<file path="src/rtl/tdm_pkg.sv">
// tdm_pkg: shared constants and state encoding for the TDM demux.
// Macro TDM_DEMUX_PARITY_EN selects the 17-slot frame with an even-parity slot.
package tdm_pkg;
  localparam int SLOTS = 16;
  localparam int SEL_W = 4;
`ifdef TDM_DEMUX_PARITY_EN
  localparam int FRAME_LEN = 17;
  localparam int CNT_W = 5;
`else
  localparam int FRAME_LEN = 16;
  localparam int CNT_W = 4;
`endif
  typedef enum logic {IDLE = 1'b0, RUN = 1'b1} state_t;
endpackage

</file>
<file path="src/rtl/dec4to16_en.sv">
// dec4to16_en: 4-to-16 one-hot decoder with enable; bit i set when i_en and i_sel == i.
module dec4to16_en
  import tdm_pkg::*;
(
  input  logic [SEL_W-1:0] i_sel,
  input  logic             i_en,
  output logic [SLOTS-1:0] o_dec
);
  assign o_dec = i_en ? SLOTS'(1) << i_sel : '0;
endmodule

</file>
<file path="src/rtl/tdm_demux16.sv">
// tdm_demux16: serial-to-parallel TDM demux, 16 slots aligned by a frame-sync marker.
// Macro TDM_DEMUX_PARITY_EN adds a 17th even-parity slot and the parity_err output.
module tdm_demux16
  import tdm_pkg::*;
(
  input  logic             Clock,
  input  logic             Reset,
  input  logic             en,
  input  logic             din,
  input  logic             sync,
  output logic [0:SLOTS-1] W,
  output logic             f_valid,
  output logic [SEL_W-1:0] S16,
`ifdef TDM_DEMUX_PARITY_EN
  output logic             parity_err,
`endif
  output logic             err
);
  state_t r_state, w_state_n;
  logic [CNT_W-1:0] r_cnt, w_cnt_n;
  logic [0:SLOTS-1] r_shadow, w_word;
  logic [SLOTS-1:0] w_dec;
  logic [SEL_W-1:0] w_sel;
  logic w_take, w_last, w_frame, w_bad, w_ok, w_wr;
  always_comb begin
    w_last = r_cnt == CNT_W'(FRAME_LEN - 1);
    w_take = en & (r_state == IDLE ? sync : (sync | (r_cnt != '0)));
    w_bad = en & (r_state == RUN) & (sync ? (r_cnt != '0) : (r_cnt == '0));
    w_frame = en & (r_state == RUN) & ~sync & w_last;
    w_state_n = (r_state == IDLE) ? ((en & sync) ? RUN : IDLE) : ((en & ~sync & (r_cnt == '0)) ? IDLE : RUN);
    w_cnt_n = ~w_take ? r_cnt : sync ? CNT_W'(1) : w_last ? '0 : r_cnt + CNT_W'(1);
    w_sel = sync ? '0 : r_cnt[SEL_W-1:0];
  end
`ifdef TDM_DEMUX_PARITY_EN
  assign w_wr = w_take & (sync | ~r_cnt[SEL_W]);
  assign w_word = r_shadow;
  assign w_ok = ~^{r_shadow, din};
`else
  assign w_wr = w_take;
  // the last slot bypasses the shadow so the frame lands on the same edge as its final bit
  assign w_word = w_dec[SLOTS-1] ? {r_shadow[0:SLOTS-2], din} : r_shadow;
  assign w_ok = 1'b1;
`endif
  dec4to16_en u_dec (.i_sel(w_sel), .i_en(w_wr), .o_dec(w_dec));
  assign S16 = r_cnt[SEL_W-1:0];
  always_ff @(posedge Clock) begin
    if (Reset) begin
      r_state <= IDLE;
      r_cnt <= '0;
      r_shadow <= '0;
      W <= '0;
      f_valid <= 1'b0;
      err <= 1'b0;
    end else begin
      r_state <= w_state_n;
      r_cnt <= w_cnt_n;
      for (int i = 0; i < SLOTS; i++) if (w_dec[i]) r_shadow[i] <= din;
      if (w_frame & w_ok) W <= w_word;
      f_valid <= w_frame & w_ok;
      err <= w_bad;
    end
  end
`ifdef TDM_DEMUX_PARITY_EN
  always_ff @(posedge Clock) parity_err <= ~Reset & w_frame & ~w_ok;
`endif
endmodule

</file>
<file path="config.mk">
export PLATFORM = sky130hd
export DESIGN_NAME = tdm_demux16
export DESIGN_NICKNAME = d
export VERILOG_FILES = /design/src/rtl/tdm_pkg.sv /design/src/rtl/dec4to16_en.sv /design/src/rtl/tdm_demux16.sv
export SDC_FILE = /design/constraint.sdc
export NUM_CORES = 1
export LEC_CHECK = 0
export ABC_AREA = 0
export BUFFER_PORTS_ARGS = -buffer_cell sky130_fd_sc_hd__clkbuf_2
export CAP_MARGIN = 20
export CORE_UTILIZATION = 55
export DETAILED_ROUTE_END_ITERATION = 8
export GPL_ROUTABILITY_DRIVEN = 0
export PLACE_DENSITY = 0.78
export SLEW_MARGIN = 30
export SYNTH_ARGS = -nofsm -noshare
export SYNTH_HDL_FRONTEND = slang
export SYNTH_HIERARCHICAL = 1
export SYNTH_SLANG_ARGS = --single-unit
</file>
<file path="constraint.sdc">
create_clock -name Clock -period 3.11 [get_ports Clock]
set_clock_uncertainty 0.15 [all_clocks]
set_input_delay 0.311 -clock Clock [delete_from_list [all_inputs] [get_ports Clock]]
set_output_delay 0.311 -clock Clock [all_outputs]
set_load 0.03 [all_outputs]
</file>
# [Word-level counts from Yosys, hierarchy flattened]
# Cells that the tools add are included.
[op_classes] n_addsub=1 n_eq_ne=1 n_shift=1 mux=10 bitwise=10 n_reduce_logical=2
[ops] operator="$mux W16" n=1
[ops] operator="$shl A1 B4 Y16 const A" n=1
[ops] operator="$mux W4" n=3
[ops] operator="$and A1 B1 Y1" n=8
[ops] operator="$mux W1" n=6
[ops] operator="$add A4 B1 Y4 const B" n=1
[ops] operator="$eq A4 B4 Y1 const B" n=1
[ops] operator="$logic_not A4 Y1" n=1
[ops] operator="$reduce_bool A4 Y1" n=1
[ops] operator="$not A1 Y1" n=1
[ops] operator="$or A1 B1 Y1" n=1
[word_totals] register_bits=39 input_bits=5 out_inout_bits=22 word_cells=46

# [Logic depth before layout (Yosys ltp)]
[logic_depth] depth_word=6 ltp_mapped=11 ltp_nobuf=11

# [Cells and area by module]
# The synthesis kept the hierarchy.
[modules_own_cells] mod="tdm_demux16" n_inst=1 cells_each=168 area_each_um2=1544.0 seq_area_each_um2=780.7
[modules_own_cells] mod="dec4to16_en" n_inst=1 cells_each=23 area_each_um2=120.1 seq_area_each_um2=0.0

# [Least setup slack after synthesis]
# OpenSTA, ideal clock, no wires.
[synth_timing] kind="reg2reg" startpoint="register r_cnt[0], in the netlist S16[0]" endpoint="register r_shadow[0] (netlist name)" setup_time_ns=0.128 arrival_time_ns=2.312 required_time_ns=2.832 slack_ns=0.520 stages_incl_launch_ff=12 n_path_buf=0 synth_period_minus_slack_ns=2.590 path_cell_list="dfxtp_1 inv_1 ha_1 nor3b_1 ha_1 nand2_1 o211ai_1 inv_1 or3b_4 nor3_2 mux2i_1 nor2_1"
[synth_between] elab_chain_len=5
[synth_rtl] element="start: declaration" line="tdm_demux16.sv:20" rtl="logic [CNT_W-1:0] r_cnt, w_cnt_n;"
[synth_rtl] element="start signal: assignment" line="tdm_demux16.sv:56" rtl="r_cnt <= w_cnt_n;"
[synth_rtl] element="$reduce_bool A4 Y1" line="tdm_demux16.sv:27" rtl="w_take = en & (r_state == IDLE ? sync : (sync | (r_cnt != '0)));"
[synth_rtl] element="$or A1 B1 Y1" line="tdm_demux16.sv:27"
[synth_rtl] element="$mux W1" line="tdm_demux16.sv:27"
[synth_rtl] element="$and A1 B1 Y1" line="tdm_demux16.sv:27"
[synth_rtl] element="via w_take" line="tdm_demux16.sv:24" rtl="logic w_take, w_last, w_frame, w_bad, w_ok, w_wr;"
[synth_rtl] element="$mux W16" line="dec4to16_en.sv:9" rtl="assign o_dec = i_en ? SLOTS'(1) << i_sel : '0;"
[synth_rtl] element="via w_dec[0]" line="tdm_demux16.sv:22" rtl="logic [SLOTS-1:0] w_dec;"
[synth_rtl] element="end signal: assignment" line="tdm_demux16.sv:50" rtl="r_shadow <= '0;"
[synth_rtl] element="end: declaration" line="tdm_demux16.sv:21" rtl="logic [0:SLOTS-1] r_shadow, w_word;"
# The timed path passes the listed nets, and every way through them passes these cells.
# A chain may end at the register's enable or synchronous reset.

# [Final worst setup path]
# Same ends and word-level chain as after synthesis.

==> PnR_summary.wiki <==
{| class="wikitable"
! Metric !! Value
|-
| Chain of cells forming the critical path || inv_1, ha_1, nor3b_1, ha_1, nand2_1, o211ai_1, inv_1, or3b_4, nor3_2, mux2i_1, nor2_1
|-
| Leakage power || 0.681 nW
|-
| Half-perimeter wire length after placement || 2130 um
|-
| Synthesis Warnings || 6
|-
| Highest ir drop seen on vdd || ~0.31 mV
|-
| Hold Startpoint || en
|-
| Number of maximum-capacitance constraint violations || 0
|-
| Horizontal extent of the die || 57.0 um
|-
| Ratio of cells with drive above 1 in the final layout || 21.3%
|-
| Minimum clock period || 2690 ps
|-
| Post-Syn Nets || 199
|-
| Worst reg2reg path startpoint || S16[0]
|-
| Cell count after placement || 239
|-
| Post-synth top area share || 46.9%
|-
| Net count, final || approximately 220
|-
| Post-CTS resize count || 0
|-
| Final ANT Viol Nets || 0
|-
| Mapped cell area || 1660 sq um
|-
| Pre-Repair DR Iteration Count || 6
|-
| Count of pins over their slew limit || 0
|-
| Number of clock buffers inserted by TritonCTS || 5
|-
| Delay contributed by the slowest stage of the critical path || 440 ps
|-
| Max Clk Rate || 0.372 GHz
|-
| Status || finished with violations
|-
| Slowest cell on the critical path || sky130_fd_sc_hd__or3b_4
|-
| Critical path capture point type || register
|-
| Post-detailed-placement cell area || 1780 sq um
|-
| Total routing usage reported by global routing || 21.3%
|-
| Final hold viol count || 0
|-
| Power per Cell Area || 435 nW/um^2
|-
| Data arrival time of the critical path || between 2000 and 3000 ps
|-
| Number of synthesized flops with an enable pin || 0
|-
| Setup fix buffers added after clock tree synthesis || 0
|-
| Synthesis-to-finish area growth || 9.85%
|-
| Maximum fanout along the worst path || 8
|-
| Worst hold margin || 136 ps
|-
| Switching part of the total power || a little under a quarter
|-
| Data required time at the worst endpoint || 3160 ps
|-
| Relative contribution of sequential cells to total power || 63.7%
|-
| Family of cells with the greatest summed delay on the critical path || simple AND/OR/NAND/NOR gates
|-
| Setup repair after global routing missed its margin || false
|-
| Setup-violating endpoint count in the final report || 0
|-
| Diodes inserted || 0
|-
| Vias after detailed routing || 1330
|-
| Die Y || 57.0 um
|-
| Int Pwr || 605 uW
|-
| HP Class || in2reg
|-
| Post-synthesis sequential element count || 39
|-
| Drt via density || 5.38
|-
| Portion of the post-synthesis area used by sequential elements || a little under half
|-
| Port buffer count || 26
|-
| Synthesized area per cell || 8.71 sq um
|-
| CP bufs+invs || 2
|-
| Total wirelength of the detailed-routed design || 3130 um
|-
| Setup tns final || 0 ps
|-
| Launching element type of the critical path || register
|-
| Part of the total power dissipated in the clock network || 30.3%
|-
| Wire length of the first global-routing pass || 5340 um
|-
| First element of the critical path || S16[0]
|-
| Largest cells by area after synthesis || sky130_fd_sc_hd__dfxtp_1 (47%), sky130_fd_sc_hd__mux2i_1 (9.6%), sky130_fd_sc_hd__nand2_1 (7.9%)
|-
| Most common flop cell mapped by yosys || sky130_fd_sc_hd__dfxtp_1
|-
| Master cell of the clock root buffer || sky130_fd_sc_hd__clkbuf_4
|-
| Number of placed I/O pins || 27
|-
| Non-filler instance count after layout || roughly 250
|-
| Library cells used by synthesis || 36
|-
| Synthesized instance count || 191
|-
| Num rows || 19
|-
| H-tree depth reported by CTS || 2
|-
| Clock transition at the registers of the reported paths || ~110 ps
|-
| Number of clock sinks || 39
|-
| Average routed wire per standard cell || 12.7 um
|-
| Largest net degree at the start of global routing || 41
|-
| Initial antenna violation count || 0
|-
| DRC errors left || 4
|-
| Transition time at the pin with the least slew margin || 882 ps
|-
| Total congestion overflow after global routing || 0
|-
| Area of the die || 3250 sq um
|-
| Violated checks || DRC
|-
| Logic gate share of total power || 6.0%
|-
| Area inside the core boundary || 2810 sq um
|-
| Worst slew margin relative to its limit || 41.2%
|-
| Worst-skew pair later-pin latency || 340 ps
|-
| Async set-reset flop share out of synthesis || 0%
|-
| Maximum number of buffers from clock root to sink || 2
|-
| TritonCTS clock tree || yes
|-
| Hold Buf Count CTS || 0
|-
| Violation count after the first detailed-route iteration || 63
|-
| Initial cell density of the core || 59.3%
|-
| Via count of the first global-routing pass || 1257
|-
| Non-Filler Cell Area, Final || 1830 sq um
|-
| Final Power || around 790 uW
|-
| Switching component of the power || approximately 190 uW
|-
| Largest area contributor in the synthesized netlist || sky130_fd_sc_hd__dfxtp_1
|-
| Final Cycle Share || 86.5%
|-
| Worst setup path class || reg2reg
|}
[worst register-to-register path: cells and delay by family, from the launching register on]
family | cells | cell delay, ps
buffers and inverters | 2 | 330
flip-flops | 1 | 430
AO/OA/AOI/OAI | 1 | 140
adder cells (fa/ha/maj) | 2 | 420
multiplexers | 1 | 220
AND/OR/NAND/NOR | 5 | 880
[power groups by stage]
stage	clock network, mW	registers [mW]	logic (mW)
detailed placement	0	0.518	0.0473
global placement	0	0.517	0.0452
CTS	0.253	0.506	0.0474
floorplan	0	0.520	0.0328
global route	0.267	0.507	0.0529
finish	0.241	0.506	0.0476
[worst paths after layout]
path	endpoint	slack [ps]	cells past startpoint
max	r_shadow[0]	420	11
min	r_state	140	3
max reg2reg	r_shadow[0]	420	11
min reg2reg	W[7]	310	2
[sequential cells by signal (all words and copies together), names as in the netlist]
register and cells:
err 1, W 16, S16 4, r_state 1, f_valid 1, r_shadow 16
[cells in the final DEF (no fill, tap or decap), drive strengths merged]
| cell type | netlist | layout |
|---|---|---|
| nand4 | 1 | 1 |
| nand3b | 2 | 2 |
| a211oi | 2 | 2 |
| nand2 | 35 | 35 |
| nor2 | 34 | 34 |
| a21o | 1 | 1 |
| nor3 | 4 | 4 |
| nor2b | 3 | 3 |
| and4 | 1 | 1 |
| clkinv | 0 | 1 |
| nor4b | 1 | 1 |
| ha | 3 | 3 |
| nand2b | 2 | 2 |
| nor3b | 2 | 2 |
| mux2i | 16 | 16 |
| or3b | 1 | 1 |
| o211ai | 1 | 1 |
| inv | 5 | 5 |
| nor4 | 1 | 1 |
| a21oi | 19 | 19 |
| dfxtp | 39 | 39 |
| and3 | 1 | 1 |
| clkbuf | 2 | 33 |
| nand3 | 3 | 3 |
| and2 | 1 | 1 |
| a31oi | 1 | 1 |
| a22oi | 1 | 1 |
| o21ai | 2 | 2 |
[stage by stage]
| step | worst slack, ps | util (%) |
|---|---|---|
| 6_report | 420 | 65.2 |
| 5_1_grt | 253 | 65.2 |
| 4_1_cts | 444 | 65.2 |
| 3_5_place_dp | 460 | 63.4 |
| 3_3_place_gp | 650 | 63.4 |
| 2_1_floorplan | 520 | - |
[final cells by class]
type                    count  area (sq um)
inverters                   5          18.8
multi-input cells         138           810
flip-flops and latches     39           781
clock buffers               7          45.0
fillers                   256           977
clock inverters             1          5.00
repair buffers             26           130
well taps                  31          38.8
[cells in the mapped netlist, types with 2 or more instances]
master / count
sky130_fd_sc_hd__dfxtp_1: 39
sky130_fd_sc_hd__buf_2: 2
sky130_fd_sc_hd__nor2_1: 33
sky130_fd_sc_hd__mux2i_1: 16
sky130_fd_sc_hd__nand3b_1: 2
sky130_fd_sc_hd__nor3b_1: 2
sky130_fd_sc_hd__a21oi_2: 9
sky130_fd_sc_hd__clkbuf_1: 2
sky130_fd_sc_hd__nor2b_1: 2
sky130_fd_sc_hd__o21ai_0: 2
sky130_fd_sc_hd__nand2_1: 35
sky130_fd_sc_hd__nand3_1: 3
sky130_fd_sc_hd__ha_1: 3
sky130_fd_sc_hd__inv_1: 5
sky130_fd_sc_hd__buf_1: 3
sky130_fd_sc_hd__nand2b_1: 2
sky130_fd_sc_hd__a21oi_1: 10
sky130_fd_sc_hd__nor3_1: 3
[logic make-up (layout without fill, tap and decap cells)]
kind of cell             after synthesis  after routing  share of synthesized area [%]
AO/OA/AOI/OAI                         27             27                           11.3
adder cells (fa/ha/maj)                3              3                           2.26
buffers and inverters                 14             39                           4.44
flip-flops                            39             39                           46.9
multiplexers                          16             16                           9.62
AND/OR/NAND/NOR                       92             92                           25.5
[per-layer routing]
layer  vias to the layer above  GRT usage [%]  part of all wire (%)
met5                         -              0                     0
met4                         0           10.1                   1.5
met3                         6           6.12                   4.1
met2                        26           36.0                    49
met1                       612           25.1                    46
li1                        686              -                     -
(Power assumes the default switching activity.)
